`src/rtl/usb_rw_pkg.sv`:
```
// Shared types and helpers for the USB burst read/write sequencer.
package usb_rw_pkg;

    typedef enum logic [2:0] {
        ST_IDLE        = 3'd0,
        ST_SETUP_START = 3'd1,
        ST_SETUP_WAIT  = 3'd2,
        ST_DATA_FETCH  = 3'd3,
        ST_DATA_START  = 3'd4,
        ST_DATA_WAIT   = 3'd5,
        ST_DONE        = 3'd6
    } state_e;

    localparam logic [6:0] DEFAULT_DEV_ADDR   = 7'd5;
    localparam logic [3:0] DEFAULT_SETUP_ENDP = 4'd4;
    localparam logic [3:0] DEFAULT_DATA_ENDP  = 4'd8;

    // Setup payload is always {len, addr}; it never exceeds one 64-bit word.
    localparam int SETUP_W = 64;

    function automatic logic [SETUP_W-1:0] pack_setup(
        input logic [SETUP_W-1:0] len_ext,
        input logic [SETUP_W-1:0] addr_ext,
        input int unsigned        addr_w
    );
        return (len_ext << addr_w) | addr_ext;
    endfunction

endpackage

```
`src/rtl/usb_rw_retry_ctr.sv`:
```
// Saturating per-transaction retry counter; flags when no retries remain.
module usb_rw_retry_ctr #(
    parameter int MAX_RETRY = 3
) (
    input  logic clk,
    input  logic rst,
    input  logic clr,
    input  logic inc,
    output logic exhausted
);
    localparam int CNT_W = ($clog2(MAX_RETRY + 1) > 0) ? $clog2(MAX_RETRY + 1) : 1;
    localparam logic [CNT_W-1:0] CNT_MAX = CNT_W'(MAX_RETRY);

    logic [CNT_W-1:0] cnt_q;
    logic [CNT_W-1:0] cnt_d;

    // Next count: clear wins, increment stops at the limit.
    always_comb begin
        cnt_d = cnt_q;
        if (clr) begin
            cnt_d = '0;
        end else if (inc && (cnt_q != CNT_MAX)) begin
            cnt_d = cnt_q + {{(CNT_W-1){1'b0}}, 1'b1};
        end else begin
            cnt_d = cnt_q;
        end
    end

    // Count register.
    always_ff @(posedge clk) begin
        if (rst) begin
            cnt_q <= '0;
        end else begin
            cnt_q <= cnt_d;
        end
    end

    assign exhausted = (cnt_q == CNT_MAX);

endmodule

```
`src/rtl/usb_rw_burst_seq.sv`:
```
// Burst read/write sequencer: one setup OUT then one IN/OUT per data word,
// with automatic retry of failed transactions.
module usb_rw_burst_seq
    import usb_rw_pkg::*;
#(
    parameter int         DATA_W     = 64,
    parameter int         ADDR_W     = 16,
    parameter int         BURST_MAX  = 4,
    parameter int         MAX_RETRY  = 3,
    parameter logic [6:0] DEV_ADDR   = DEFAULT_DEV_ADDR,
    parameter logic [3:0] SETUP_ENDP = DEFAULT_SETUP_ENDP,
    parameter logic [3:0] DATA_ENDP  = DEFAULT_DATA_ENDP,
    localparam int        LEN_W      = $clog2(BURST_MAX)
) (
    input  logic              clk,
    input  logic              rst,
    input  logic              req_valid,
    output logic              req_ready,
    input  logic              req_read,
    input  logic [ADDR_W-1:0] req_addr,
    input  logic [LEN_W-1:0]  req_len,
    input  logic              wr_valid,
    output logic              wr_ready,
    input  logic [DATA_W-1:0] wr_data,
    output logic              rd_valid,
    output logic [DATA_W-1:0] rd_data,
    output logic              done,
    output logic              cancel,
    output logic              pro_start,
    output logic              pro_in,
    output logic [6:0]        pro_addr,
    output logic [3:0]        pro_endp,
    output logic [DATA_W-1:0] pro_data_down,
    input  logic              pro_free,
    input  logic              pro_bad,
    input  logic              pro_recv_ready,
    input  logic [DATA_W-1:0] pro_data_up
);

    state_e              state_q, state_d;
    logic                read_q, read_d;
    logic [ADDR_W-1:0]   addr_q, addr_d;
    logic [LEN_W-1:0]    len_q, len_d;
    logic [LEN_W-1:0]    word_cnt_q, word_cnt_d;
    logic                fail_q, fail_d;
    logic                wait_first_q, wait_first_d;
    logic [DATA_W-1:0]   wbuf_q, wbuf_d;
    logic [DATA_W-1:0]   rbuf_q, rbuf_d;
    logic                rd_valid_q, rd_valid_d;

    logic                retry_clr_s;
    logic                retry_inc_s;
    logic                retry_exhausted_s;
    logic [SETUP_W-1:0]  setup_s;

    usb_rw_retry_ctr #(
        .MAX_RETRY (MAX_RETRY)
    ) u_retry (
        .clk       (clk),
        .rst       (rst),
        .clr       (retry_clr_s),
        .inc       (retry_inc_s),
        .exhausted (retry_exhausted_s)
    );

    assign setup_s = pack_setup(SETUP_W'(len_q), SETUP_W'(addr_q), ADDR_W);

    // Next-state logic; the first wait cycle after pro_start is blind to free/bad.
    always_comb begin
        state_d      = state_q;
        read_d       = read_q;
        addr_d       = addr_q;
        len_d        = len_q;
        word_cnt_d   = word_cnt_q;
        fail_d       = fail_q;
        wait_first_d = 1'b0;
        wbuf_d       = wbuf_q;
        rbuf_d       = rbuf_q;
        rd_valid_d   = 1'b0;
        retry_clr_s  = 1'b0;
        retry_inc_s  = 1'b0;

        case (state_q)
            ST_IDLE: begin
                if (req_valid) begin
                    read_d      = req_read;
                    addr_d      = req_addr;
                    len_d       = req_len;
                    word_cnt_d  = '0;
                    fail_d      = 1'b0;
                    retry_clr_s = 1'b1;
                    state_d     = ST_SETUP_START;
                end else begin
                    state_d = ST_IDLE;
                end
            end
            ST_SETUP_START: begin
                wait_first_d = 1'b1;
                state_d      = ST_SETUP_WAIT;
            end
            ST_SETUP_WAIT: begin
                if (wait_first_q) begin
                    state_d = ST_SETUP_WAIT;
                end else if (pro_bad) begin
                    if (retry_exhausted_s) begin
                        fail_d  = 1'b1;
                        state_d = ST_DONE;
                    end else begin
                        retry_inc_s = 1'b1;
                        state_d     = ST_SETUP_START;
                    end
                end else if (pro_free) begin
                    retry_clr_s = 1'b1;
                    state_d     = read_q ? ST_DATA_START : ST_DATA_FETCH;
                end else begin
                    state_d = ST_SETUP_WAIT;
                end
            end
            ST_DATA_FETCH: begin
                if (wr_valid) begin
                    wbuf_d  = wr_data;
                    state_d = ST_DATA_START;
                end else begin
                    state_d = ST_DATA_FETCH;
                end
            end
            ST_DATA_START: begin
                wait_first_d = 1'b1;
                state_d      = ST_DATA_WAIT;
            end
            ST_DATA_WAIT: begin
                if (read_q && pro_recv_ready) begin
                    rbuf_d = pro_data_up;
                end else begin
                    rbuf_d = rbuf_q;
                end
                if (wait_first_q) begin
                    state_d = ST_DATA_WAIT;
                end else if (pro_bad) begin
                    if (retry_exhausted_s) begin
                        fail_d  = 1'b1;
                        state_d = ST_DONE;
                    end else begin
                        retry_inc_s = 1'b1;
                        state_d     = ST_DATA_START;
                    end
                end else if (pro_free) begin
                    retry_clr_s = 1'b1;
                    rd_valid_d  = read_q;
                    if (word_cnt_q == len_q) begin
                        state_d = ST_DONE;
                    end else begin
                        word_cnt_d = word_cnt_q + {{(LEN_W-1){1'b0}}, 1'b1};
                        state_d    = read_q ? ST_DATA_START : ST_DATA_FETCH;
                    end
                end else begin
                    state_d = ST_DATA_WAIT;
                end
            end
            ST_DONE: begin
                state_d = ST_IDLE;
            end
            default: begin
                state_d = ST_IDLE;
            end
        endcase
    end

    // State and datapath registers.
    always_ff @(posedge clk) begin
        if (rst) begin
            state_q      <= ST_IDLE;
            read_q       <= 1'b0;
            addr_q       <= '0;
            len_q        <= '0;
            word_cnt_q   <= '0;
            fail_q       <= 1'b0;
            wait_first_q <= 1'b0;
            wbuf_q       <= '0;
            rbuf_q       <= '0;
            rd_valid_q   <= 1'b0;
        end else begin
            state_q      <= state_d;
            read_q       <= read_d;
            addr_q       <= addr_d;
            len_q        <= len_d;
            word_cnt_q   <= word_cnt_d;
            fail_q       <= fail_d;
            wait_first_q <= wait_first_d;
            wbuf_q       <= wbuf_d;
            rbuf_q       <= rbuf_d;
            rd_valid_q   <= rd_valid_d;
        end
    end

    // Outputs decoded from state and registered fields only.
    always_comb begin
        req_ready     = 1'b0;
        wr_ready      = 1'b0;
        done          = 1'b0;
        cancel        = 1'b0;
        pro_start     = 1'b0;
        pro_in        = 1'b0;
        pro_addr      = 7'd0;
        pro_endp      = 4'd0;
        pro_data_down = '0;
        case (state_q)
            ST_IDLE: begin
                req_ready = 1'b1;
            end
            ST_SETUP_START, ST_SETUP_WAIT: begin
                pro_start     = (state_q == ST_SETUP_START);
                pro_addr      = DEV_ADDR;
                pro_endp      = SETUP_ENDP;
                pro_data_down = DATA_W'(setup_s);
            end
            ST_DATA_FETCH: begin
                wr_ready = 1'b1;
            end
            ST_DATA_START, ST_DATA_WAIT: begin
                pro_start     = (state_q == ST_DATA_START);
                pro_in        = read_q;
                pro_addr      = DEV_ADDR;
                pro_endp      = DATA_ENDP;
                pro_data_down = read_q ? '0 : wbuf_q;
            end
            ST_DONE: begin
                done   = 1'b1;
                cancel = fail_q;
            end
            default: begin
                req_ready = 1'b0;
            end
        endcase
    end

    assign rd_valid = rd_valid_q;
    assign rd_data  = rbuf_q;

endmodule
```
`config.mk`:
```
export PLATFORM = sky130hd
export DESIGN_NAME = usb_rw_burst_seq
export DESIGN_NICKNAME = d
export VERILOG_FILES = /design/src/rtl/usb_rw_pkg.sv /design/src/rtl/usb_rw_retry_ctr.sv /design/src/rtl/usb_rw_burst_seq.sv
export SDC_FILE = /design/constraint.sdc
export NUM_CORES = 1
export LEC_CHECK = 0
export CAP_MARGIN = 15
export CORE_ASPECT_RATIO = 1.5
export CORE_UTILIZATION = 40
export DETAILED_ROUTE_END_ITERATION = 8
export PLACE_DENSITY = 0.88
export RECOVER_POWER = 100
export SETUP_SLACK_MARGIN = 0.05
export SYNTH_ARGS = -nofsm -noshare
export SYNTH_HDL_FRONTEND = slang
export SYNTH_SLANG_ARGS = --single-unit
```
`constraint.sdc`:
```
create_clock -name clk -period 2.1 [get_ports clk]
set_clock_uncertainty 0.05 [all_clocks]
set_input_delay 0.42 -clock clk [delete_from_list [all_inputs] [get_ports clk]]
set_output_delay 0.42 -clock clk [all_outputs]
set_load 0.01 [all_outputs]
```
### Yosys cells after proc, flatten, opt, wreduce, memory -nomap -nowiden

Index checks and enable logic that the tools add are counted.

| storage, ports and cells | value |
|---|---|
| word-level logic and storage cells | 94 |
| input bits | 154 |
| output and inout port bits | 146 |
| register bits | 157 |

| operators by class | value |
|---|---|
| reductions and logical operators | 17 |
| $add $sub $neg | 2 |
| multiplexer cells | 44 |
| bitwise logic cells | 3 |
| equal/unequal tests | 17 |

Operator list:

| operator | number |
|---|---|
| 64-bit one-hot mux with 2 select lines | 1 |
| 64-bit two-way mux | 1 |
| 3-bit two-way mux | 11 |
| 1-bit two-way mux | 19 |
| 18-bit by 16-bit bitwise OR with 18-bit output | 1 |
| 3-bit one-hot mux with 6 select lines | 1 |
| 2-bit inequality test (second input constant) | 7 |
| 2-bit two-way mux | 6 |
| 2-bit OR reduction | 5 |
| 3-bit equality test (second input constant) | 3 |
| 4-bit one-hot mux with 2 select lines | 1 |
| 3-bit by 2-bit equality test with 1-bit output (second input constant) | 2 |
| 1-bit one-hot mux with 2 select lines | 3 |
| 2-bit AND reduction | 3 |
| 6-bit AND reduction | 1 |
| 5-bit AND reduction | 1 |
| 5-bit OR reduction | 1 |
| 2-bit by 1-bit adder with 2-bit output (second input constant) | 2 |
| 2-bit by 1-bit inequality test with 1-bit output (second input constant) | 2 |
| 2-bit one-hot mux with 2 select lines | 1 |
| 2-bit nonzero test | 2 |
| 4-bit OR reduction | 1 |
| 3-bit by 1-bit equality test with 1-bit output (second input constant) | 1 |
| 3-bit zero test | 1 |
| 4 further kinds | 6 |

### Depth between registers and ports, before layout

Gate-level depths: netlist (run 1).

| logic depth | value |
|---|---|
| depth in word-level cells | 6 |
| depth in mapped cells | 8 |
| gate-level depth less buffers | 5 |

### Hierarchy

A second synthesis (run 1) with hierarchy kept.

| second synthesis, totals | value |
|---|---|
| cell total of the unflattened synthesis | 817 |
| area, all modules | 6299.8 µm² |

Modules (own cells, without submodules):

| module | area each (µm²) | times used | seq. area each (µm²) | cells an instance |
|---|---|---|---|---|
| usb_rw_burst_seq | 6194.7 | 1 | 3103.0 | 809 |
| usb_rw_retry_ctr | 105.1 | 1 | 40.0 | 8 |

### Least setup slack after synthesis (run 1)

No wires, ideal clock.

| path | value |
|---|---|
| path type | register -> output |
| start point | reg state_q[0] |
| end point | out pro_addr[2] |
| path slack | 292 ps |
| data required time | 1630 ps |
| arrival | 1338 ps |
| cell stages (with the launch flop) | 7 |
| buffers on the path | 3 |
| path through | dfxtp_1 -> buf_2 -> nand2b_1 -> a21oi_1 -> clkbuf_1 -> or2_2 -> buf_4 |

| between the ends | value |
|---|---|
| longest elaborated chain between the ends | 3 |
| elaborated cells on any way between the ends | 6 |
| those cells by class | 4 x eq/ne; 1 x mux; 1 x reduce/logical |

Ends and longest elaborated chain:

| element | line | source |
|---|---|---|
| start: declaration | usb_rw_burst_seq.sv:40 | `state_e state_q, state_d;` |
| start signal: assignment | usb_rw_burst_seq.sv:183 | `state_q <= state_d;` |
| 3-bit by 1-bit equality test with 1-bit output (tied with other cells) | usb_rw_burst_seq.sv:207 | `case (state_q)` |
| 4-bit OR reduction (no line) * | - |  |
| 3-bit two-way mux * | usb_rw_burst_seq.sv:207 |  |
| end: declaration | usb_rw_burst_seq.sv:31 | `output logic [6:0] pro_addr,` |

Mark *: on every way between the ends. The rest lies on a longest branch, timed or not.

### Worst setup path after layout (run 1)

| path | value |
|---|---|
| start point | reg state_q[1] |
| end point | out pro_data_down[15] |

| between the ends | value |
|---|---|
| longest elaborated chain between the ends | 3 |
| elaborated cells on any way between the ends | 7 |
| those cells by class | 4 x eq/ne; 1 x mux; 2 x reduce/logical |

Ends and longest elaborated chain:

| element | line | source |
|---|---|---|
| 3-bit equality test (tied with other cells) | usb_rw_burst_seq.sv:207 |  |
| 2-bit OR reduction | usb_rw_burst_seq.sv:207 |  |
| 64-bit one-hot mux with 2 select lines * | usb_rw_burst_seq.sv:207 |  |
| end: declaration | usb_rw_burst_seq.sv:33 | `output logic [DATA_W-1:0] pro_data_down,` |

Marked as above.

==> results.sh, run 1 <==
export IMPL_rsz0062_at_grt="yes"
export IMPL_post_place_ws_ns=-0.0257
export IMPL_dr_pass1_iters=5
export IMPL_syn_area_um2=6480
export IMPL_grt_pass1_vias=6420
export IMPL_avgRoutedWirePerCell_um=17.3
export IMPL_fp_row_count=56
export IMPL_grt_pass1_wl_um=32700
export IMPL_gp_congestion=0.899
export IMPL_fp_coreArea_um2=15800
export IMPL_port_buffers=292
export IMPL_layoutNonFillerInstCount=1350
export IMPL_crit_type="flop to output port"
export IMPL_ys_types=48
export IMPL_cp_start_kind="flop"
export IMPL_ys_seq_area_share_pct=48.5
export IMPL_cts_root_buffer="clkbuf_16"
export IMPL_wirelength_um=23400
export IMPL_io_pins=300
export IMPL_synth_top_cell_by_area="dfxtp_1"
export IMPL_cts_sinks=157
export IMPL_hp_class="primary input to flop"
export IMPL_nets=1288
export IMPL_die_x_um=106
export IMPL_cap_violations=0
export IMPL_crit_arrival_ns=1.88
export IMPL_status="finished with violations"
export IMPL_routed_via_density=5.15
export IMPL_cp_slowest_stage_delay_ns=0.37
export IMPL_violations="setup timing"
export IMPL_critPathMaxFanout=4
export IMPL_path_cells="buf_6, nor3_4, buf_6, buf_6, buf_16, buf_8, buf_6, a22o_1, buf_2"
export IMPL_grt_overflow_total=0
export IMPL_post_dp_cell_area_um2=9610
export IMPL_use_met1_pct=26.0
export IMPL_clock_latency_ns=0.41
export IMPL_grt_met3_usage_pct=5.68
export IMPL_drv_slew=0
export IMPL_worstSetupEndpointType="output port"
export IMPL_ys_seq_elements=157
export IMPL_synth_ff_type="dfxtp_1"
export IMPL_grt_busiest_layer="met2"
export IMPL_synthTopCellsByArea="dfxtp_1, nand2_1, a21oi_1, and2_1, a21oi_2"
export IMPL_synth_avg_cell_area_um2=7.95
export IMPL_ant_nets=0
export IMPL_numCtsBuffers=17
export IMPL_die_area_um2=16700
export IMPL_period_minus_slack_ns=2.35
export IMPL_antenna_found_initial=1
export IMPL_drtIter0Drc=432
export IMPL_use_met2_pct=46.2
export IMPL_setup_viol=64
export IMPL_cts_reportedPaths_clkPinSlew_ns=0.07
export IMPL_p_leak_nw=4.09
export IMPL_timing_final_crit_share_pct=112
export IMPL_grt_max_degree=65
export IMPL_synth_top_area_share_pct=48.5
export IMPL_async_flop_share_pct=0
export IMPL_area_growth_pct=67.6
export IMPL_drive_gt1_share_pct=23.0
export IMPL_hpwlAfterDp_um=14500
export IMPL_slowest_stage="dfxtp_4"
export IMPL_die_y_um=158
export IMPL_htreeDepth=4
export IMPL_synth_edf_count=0
export IMPL_crit_required_ns=1.63
export IMPL_clk_path_buf_depth=2
export IMPL_utilization_pct=68.9
export IMPL_cp_top_family="buffers and inverters"
export IMPL_fin_area_um2=10900
export IMPL_synth_cells=815
export IMPL_vias=6956
export IMPL_dp_cells=1280
export IMPL_cts_tree="done"
export IMPL_drc=0
export IMPL_yosysWarnings=0
export IMPL_start_util_pct=41.1
export IMPL_hold_viol=0
export IMPL_track_usage_pct=25.3
export IMPL_powerDensity_nw_per_um2=652
export IMPL_synth_most_common_cell="nand2_1"
export IMPL_ir_drop_v=0.000491
export IMPL_setup_slack_ns=-0.245
export IMPL_crit_buf_inv=7
export IMPL_p_total_mw=7.09
export IMPL_fmax_ghz=0.426
export IMPL_synth_common_cells="nand2_1, dfxtp_1, a21oi_1, and2_1, clkbuf_1"
export IMPL_cpMostUsedCell="buf_6"
==> sequential cells by signal, summed over array words and instances (netlist names) <==
register       count
addr_q            16
fail_q             1
len_q              2
rd_data           64
rd_valid           1
read_q             1
state_q            3
u_retry.cnt_q      2
wait_first_q       1
wbuf_q            64
word_cnt_q         2
==> cell type report <==
class,instances,area (um2)
inverter,5,18.8
sequential,157,3150
tap,203,254
fill,1192,4900
timing repair buffer,364,3760
clock inverter,12,150
antenna,1,2.50
clock buffer,20,467
multi-input combinational,588,3060
==> final timing paths <==
| check | start | to | slack (ns) | cells past startpoint |
|---|---|---|---|---|
| max reg2reg | state_q[1] | rd_data[48] | 0.33 | 6 |
| min reg2reg | wbuf_q[41] | wbuf_q[41] | 0.40 | 2 |
| min | rst | fail_q | 0.24 | 2 |
| max | state_q[1] | pro_data_down[15] | -0.25 | 9 |
==> metal layers <==
metal | share of wire, % | up-vias
met1 | 35 | 3230
li1 | - | 3280
met2 | 52 | 360
met5 | 0 | -
met4 | 5.8 | 0
met3 | 6.8 | 86
==> power by group <==
| group | switching, mW | leakage (nW) | internal [mW] |
|---|---|---|---|
| Combinational | 0.351 | 2.53 | 0.481 |
| Sequential | 0.0388 | 1.27 | 3.02 |
| Clock | 1.31 | 0.298 | 1.88 |
==> per-stage QoR <==
stage,hold WS (ns),TNS [ns]
finish,0.238,-7.26
global route,0.234,-12.29
CTS,0.227,-6.85
detailed placement,0.394,-0.0704
global placement,0.387,0
floorplan,0.382,0
==> layout by cell type (no fill, tap or decap), types with 3 or more instances in the layout <==
master | synthesis | routed
clkbuf_8 | 0 | 3
buf_2 | 25 | 19
buf_8 | 5 | 9
inv_1 | 4 | 4
nor2_1 | 11 | 10
o31ai_1 | 3 | 3
a22o_1 | 18 | 18
nand2_1 | 292 | 292
clkbuf_16 | 0 | 18
buf_6 | 1 | 64
and2_4 | 0 | 44
nand2b_1 | 5 | 4
inv_6 | 0 | 3
buf_4 | 10 | 32
a21oi_1 | 131 | 130
conb_1 | 1 | 7
and2_1 | 47 | 3
dlygate4sd2_1 | 0 | 6
buf_16 | 0 | 3
a21oi_2 | 23 | 24
buf_12 | 2 | 10
clkinv_4 | 0 | 3
nor3_1 | 4 | 3
xor2_1 | 3 | 3
dfxtp_1 | 157 | 155
nand2_2 | 10 | 10
o211ai_1 | 3 | 3
clkdlybuf4s50_1 | 0 | 217
==> repair_timing <==
action / 4_1_cts / 5_1_grt
buffers inserted: 23 / 14
pin swaps: 10 / 36
hold buffers: 0 / 0
endpoints found under the setup margin: 74 / 69
cloned: 5 / 1
gates resized for setup: 308 / 108
==> cells by family after synthesis <==
| family | count (synthesis) | share of synthesized area, % |
|---|---|---|
| buffers and inverters | 76 | 6.95 |
| DFF | 157 | 48.5 |
| muxes | 1 | 0.154 |
| other | 1 | 0.0578 |
| AOI/OAI and AO/OA | 189 | 17.6 |
| adders and majority gates | 1 | 0.193 |
| and+or+nand+nor | 386 | 26.0 |
| xor gates and xnor gates | 4 | 0.541 |
No activity file was read; power rests on OpenSTA's default activity.
==> run 2: changes to the inputs <==
==> constraint.sdc (replaced) <==
create_clock -name clk -period 2.55 [get_ports clk]
set_clock_uncertainty 0.05 [all_clocks]
set_input_delay 0.51 -clock clk [delete_from_list [all_inputs] [get_ports clk]]
set_output_delay 0.51 -clock clk [all_outputs]
set_load 0.01 [all_outputs]
==> results.sh, run 2 (synthesis results as in run 1) <==
export IMPL_status="finished, final reports clean"
export IMPL_avgRoutedWirePerCell_um=15.1
export IMPL_grt_pass1_vias=6296
export IMPL_critPathMaxFanout=15
export IMPL_powerDensity_nw_per_um2=554
export IMPL_timing_final_crit_share_pct=96.4
export IMPL_fin_setup_tns_ns=0
export IMPL_cts_root_buffer="clkbuf_16"
export IMPL_hpwlAfterDp_um=14000
export IMPL_start_util_pct=41.1
export IMPL_power_internal_mw=4.21
export IMPL_numCtsBuffers=17
export IMPL_die_y_um=158
export IMPL_vias=6411
export IMPL_ant_nets=0
export IMPL_drv_slew=0
export IMPL_hold_viol=0
export IMPL_track_usage_pct=23.7
export IMPL_path_cells="clkbuf_2, nor3_1, clkdlybuf4s50_1"
export IMPL_p_leak_nw=4.06
export IMPL_cp_start_kind="flop"
export IMPL_clock_latency_ns=0.41
export IMPL_slew_headroom_pct=19.7
export IMPL_grt_overflow_total=0
export IMPL_fp_row_count=56
export IMPL_layout_commonest_cell="nand2_1"
export IMPL_port_buffers=292
export IMPL_ir_drop_v=0.000338
export IMPL_io_pins=300
export IMPL_cp_slowest_stage_delay_ns=0.60
export IMPL_pwr_share_clk_pct=44.2
export IMPL_die_x_um=106
export IMPL_antenna_found_initial=1
export IMPL_drtIter0Drc=326
export IMPL_drive_gt1_share_pct=8.17
export IMPL_clk_path_buf_depth=2
export IMPL_die_area_um2=16700
export IMPL_r2r_setup_slack_ns=0.28
export IMPL_regToRegStartpoint="state_q[1]"
export IMPL_fp_coreArea_um2=15800
export IMPL_nets=1243
export IMPL_slowest_stage="clkdlybuf4s50_1"
export IMPL_swShare_pct=24.1
export IMPL_hold_buffers=0
export IMPL_p_comb_share_pct=10.3
export IMPL_setup_viol=0
export IMPL_layoutNonFillerInstCount=1305
export IMPL_routed_via_density=4.91
export IMPL_rsz0062_at_grt="yes"
export IMPL_crit_required_ns=1.99
export IMPL_rr_endpoint="rd_data[58]"
export IMPL_endpoint="req_ready"
export IMPL_grt_pass1_wl_um=30800
export IMPL_cap_violations=0
export IMPL_utilization_pct=63.5
export IMPL_hp_class="flop to flop"
export IMPL_worstSetupEndpointType="output port"
export IMPL_seq_power_share_pct=45.4
export IMPL_net_switching_power_mw=1.34
export IMPL_cts_sinks=157
export IMPL_fmax_ghz=0.407
export IMPL_gp_congestion=0.865
export IMPL_most_common_layout_cells="nand2_1, dfxtp_1, clkdlybuf4s50_1"
export IMPL_hp_start="wbuf_q[27]"
export IMPL_period_minus_slack_ns=2.46
export IMPL_cts_tree="done"
export IMPL_reg2regPathDepth=7
export IMPL_dp_cells=1269
export IMPL_grt_max_degree=75
export IMPL_startpoint="state_q[1]"
export IMPL_wirelength_um=19800
export IMPL_crit_arrival_ns=1.90
export IMPL_drc=0
export IMPL_dr_pass1_iters=4
export IMPL_htreeDepth=4
export IMPL_cts_reportedPaths_clkPinSlew_ns=0.06
export IMPL_worstMarginPinSlew_ns=1.20
export IMPL_area_growth_pct=54.4
export IMPL_crit_type="flop to output port"
export IMPL_p_total_mw=5.55
==> run 2: timing repair <==
action,CTS,global route
gates resized for setup,68,30
endpoints found under the setup margin,67,29
setup buffers,2,0
cloned,1,0
pin swaps,1,0
==> run 2: critical path, delay by kind of cell, from the launching register on <==
family | cells | cell delay [ns]
flops | 1 | 0.34
simple gates | 1 | 0.30
buf+inv | 2 | 0.84
==> run 2: how the worst min path moves through the flow <==
stage	end	slack [ns]	depth (start not counted)
after floorplan	fail_q	0.38	2
after global placement	wbuf_q[38]	0.39	2
after detailed placement	wbuf_q[37]	0.39	2
after CTS	wbuf_q[55]	0.40	2
after global routing	wbuf_q[37]	0.42	2
final	wbuf_q[27]	0.40	2
==> run 2: power groups by stage <==
stage	Sequential, mW	Clock [mW]	Combinational (mW)
floorplan	2.56	0	0.233
global placement	2.57	0	0.585
detailed placement	2.57	0	0.592
CTS	2.52	2.52	0.586
global route	2.52	2.64	0.619
finish	2.52	2.45	0.574
==> run 2: area by class of cell <==
| type | instances | area [um2] |
|---|---|---|
| fillers | 1342 | 5760 |
| clock buffers | 19 | 443 |
| repair buffers | 319 | 3130 |
| inverters | 5 | 18.8 |
| multi-input cells | 588 | 2880 |
| diodes | 1 | 2.50 |
| flip-flops and latches | 157 | 3150 |
| clock inverters | 13 | 133 |
| well taps | 203 | 254 |
==> run 2: metrics by stage <==
stage | area, um2 | setup slack [ns] | hold WS [ns]
finish | 10000 | 0.0906 | 0.399
global route | 10000 | 0.0240 | 0.418
detailed placement | 9540 | 0.264 | 0.392
global placement | 9540 | 0.313 | 0.387
CTS | 10100 | 0.0926 | 0.401
floorplan | 6500 | 0.652 | 0.382
==> run 2: metal layers <==
metal	GRT usage, %	part of all wire [%]	vias up
met4	11.9	3.5	0
met3	5.97	6.3	43
met5	0	0	-
met1	23.9	36	2924
li1	-	-	3195
met2	44.6	54	249
==> run 3: changes to the inputs <==
--- a/config.mk
+++ b/config.mk
@@ -9,7 +9,7 @@
 export CORE_ASPECT_RATIO = 1.5
 export CORE_UTILIZATION = 40
 export DETAILED_ROUTE_END_ITERATION = 8
-export PLACE_DENSITY = 0.88
+export PLACE_DENSITY_LB_ADDON = 0.2
 export RECOVER_POWER = 100
 export SETUP_SLACK_MARGIN = 0.05
 export SYNTH_ARGS = -nofsm -noshare
==> results.sh, run 3 (synthesis results as in run 1) <==
export IMPL_cts_root_buffer="clkbuf_16"
export IMPL_dp_cells=1268
export IMPL_cp_start_kind="flop"
export IMPL_vias=6380
export IMPL_io_pins=300
export IMPL_timing_final_crit_share_pct=95.7
export IMPL_wirelength_um=19600
export IMPL_numCtsBuffers=17
export IMPL_clk_path_buf_depth=2
export IMPL_port_buffers=292
export IMPL_avgRoutedWirePerCell_um=15.1
export IMPL_path_cells="nand2b_4, a21oi_4, buf_12, buf_16, or2_2, dlygate4sd2_1"
export IMPL_die_x_um=106
export IMPL_antenna_found_initial=0
export IMPL_slowest_stage="dfxtp_2"
export IMPL_routed_via_density=4.89
export IMPL_fmax_ghz=0.410
export IMPL_setup_slack_ns=0.109
export IMPL_fp_coreArea_um2=15800
export IMPL_layoutNonFillerInstCount=1304
export IMPL_hold_viol=0
export IMPL_grt_pass1_vias=6142
export IMPL_multi_input_area_um2=2920
export IMPL_hp_class="flop to flop"
export IMPL_n_antenna_cell=0
export IMPL_crit_arrival_ns=1.88
export IMPL_cts_reportedPaths_clkPinSlew_ns=0.07
export IMPL_die_y_um=158
export IMPL_die_area_um2=16700
export IMPL_ff_latch_area_um2=3150
export IMPL_cp_slowest_stage_delay_ns=0.38
export IMPL_worstSetupEndpointType="output port"
export IMPL_drive_gt1_share_pct=8.63
export IMPL_grt_max_degree=55
export IMPL_layout_commonest_cell="nand2_1"
export IMPL_grt_pass1_wl_um=30900
export IMPL_hpwlAfterDp_um=13400
export IMPL_fp_row_count=56
export IMPL_fin_setup_tns_ns=0
export IMPL_critPathMaxFanout=8
export IMPL_cap_violations=0
export IMPL_powerDensity_nw_per_um2=548
export IMPL_fillers=1441
export IMPL_cts_sinks=157
export IMPL_area_growth_pct=55.1
export IMPL_start_util_pct=41.1
export IMPL_worstMarginPinSlew_ns=1.09
export IMPL_htreeDepth=4
export IMPL_ir_drop_v=0.000369
export IMPL_r2r_setup_slack_ns=0.21
export IMPL_drc=0
export IMPL_nets=1244
export IMPL_drv_slew=0
export IMPL_dr_pass1_iters=4
export IMPL_rsz0062_at_grt="no"
export IMPL_crit_required_ns=1.99
export IMPL_clock_latency_ns=0.42
export IMPL_track_usage_pct=23.7
export IMPL_most_common_layout_cells="nand2_1, dfxtp_1, clkdlybuf4s50_1"
export IMPL_grt_overflow_total=0
export IMPL_status="finished, final reports clean"
export IMPL_period_minus_slack_ns=2.44
export IMPL_post_place_ws_ns=0.275
export IMPL_slew_headroom_pct=27.1
export IMPL_ant_nets=0
export IMPL_hold_buffers=0
export IMPL_setup_viol=0
export IMPL_crit_type="flop to output port"
export IMPL_drtIter0Drc=320
export IMPL_cts_tree="done"
export IMPL_gp_congestion=0.895
export IMPL_p_leak_nw=4.06
run 3: cell type report:
cell class | instances | share of cell area (%)
Inverter | 5 | 0.187
Sequential cell | 157 | 31.3
Multi-Input combinational cell | 588 | 29.0
Clock inverter | 13 | 1.08
Clock buffer | 18 | 4.37
Tap cell | 203 | 2.53
Timing Repair Buffer | 320 | 31.5
run 3: path summary, 6_finish.rpt:
path / start / endpoint / cells past startpoint
worst max-delay path: state_q[0] / pro_addr[2] / 6
worst min-delay path: rd_data[19] / rd_data[19] / 2
worst max register to register: state_q[1] / read_q / 5
worst min register to register: rd_data[19] / rd_data[19] / 2
run 3: where the power goes:
| part | internal [mW] | total (mW) | switching, mW |
|---|---|---|---|
| clock network | 1.29 | 2.37 | 1.08 |
| registers | 2.49 | 2.52 | 0.0286 |
| logic | 0.353 | 0.615 | 0.262 |
| total | 4.13 | 5.51 | 1.37 |
run 3: metal layers:
metal  track usage (%)  part of all wire (%)  vias up
li1                  -                     -     3198
met1              26.1                    40     2895
met2              42.0                    50      259
met3              8.48                   8.3       28
met4              8.00                   1.9        0
met5                 0                     0        -
run 3: per-stage QoR:
| step | utilization, % | instance area, um2 | power (mW) | hold WS [ns] |
|---|---|---|---|---|
| floorplan | - | 6500 | 2.79 | 0.382 |
| global placement | 60.4 | 9530 | 3.17 | 0.388 |
| detailed placement | 60.4 | 9530 | 3.17 | 0.392 |
| CTS | 64.1 | 10100 | 5.58 | 0.401 |
| global route | 63.8 | 10100 | 5.73 | 0.418 |
| finish | 63.8 | 10100 | 5.51 | 0.399 |
run 3: critical path: cells and delay by family, from the launching register on:
kind / cells / cell delay, ns
AOI/OAI and AO/OA: 1 / 0.08
buffers and inverters: 3 / 0.55
DFF: 1 / 0.38
and+or+nand+nor: 2 / 0.45
run 3: repair_timing:
item	CTS	global route
pin swaps	1	0
cloned	2	0
setup endpoints to repair	67	4
gates resized for setup	75	4
buffers inserted	3	0
endpoints found under the hold margin	0	0
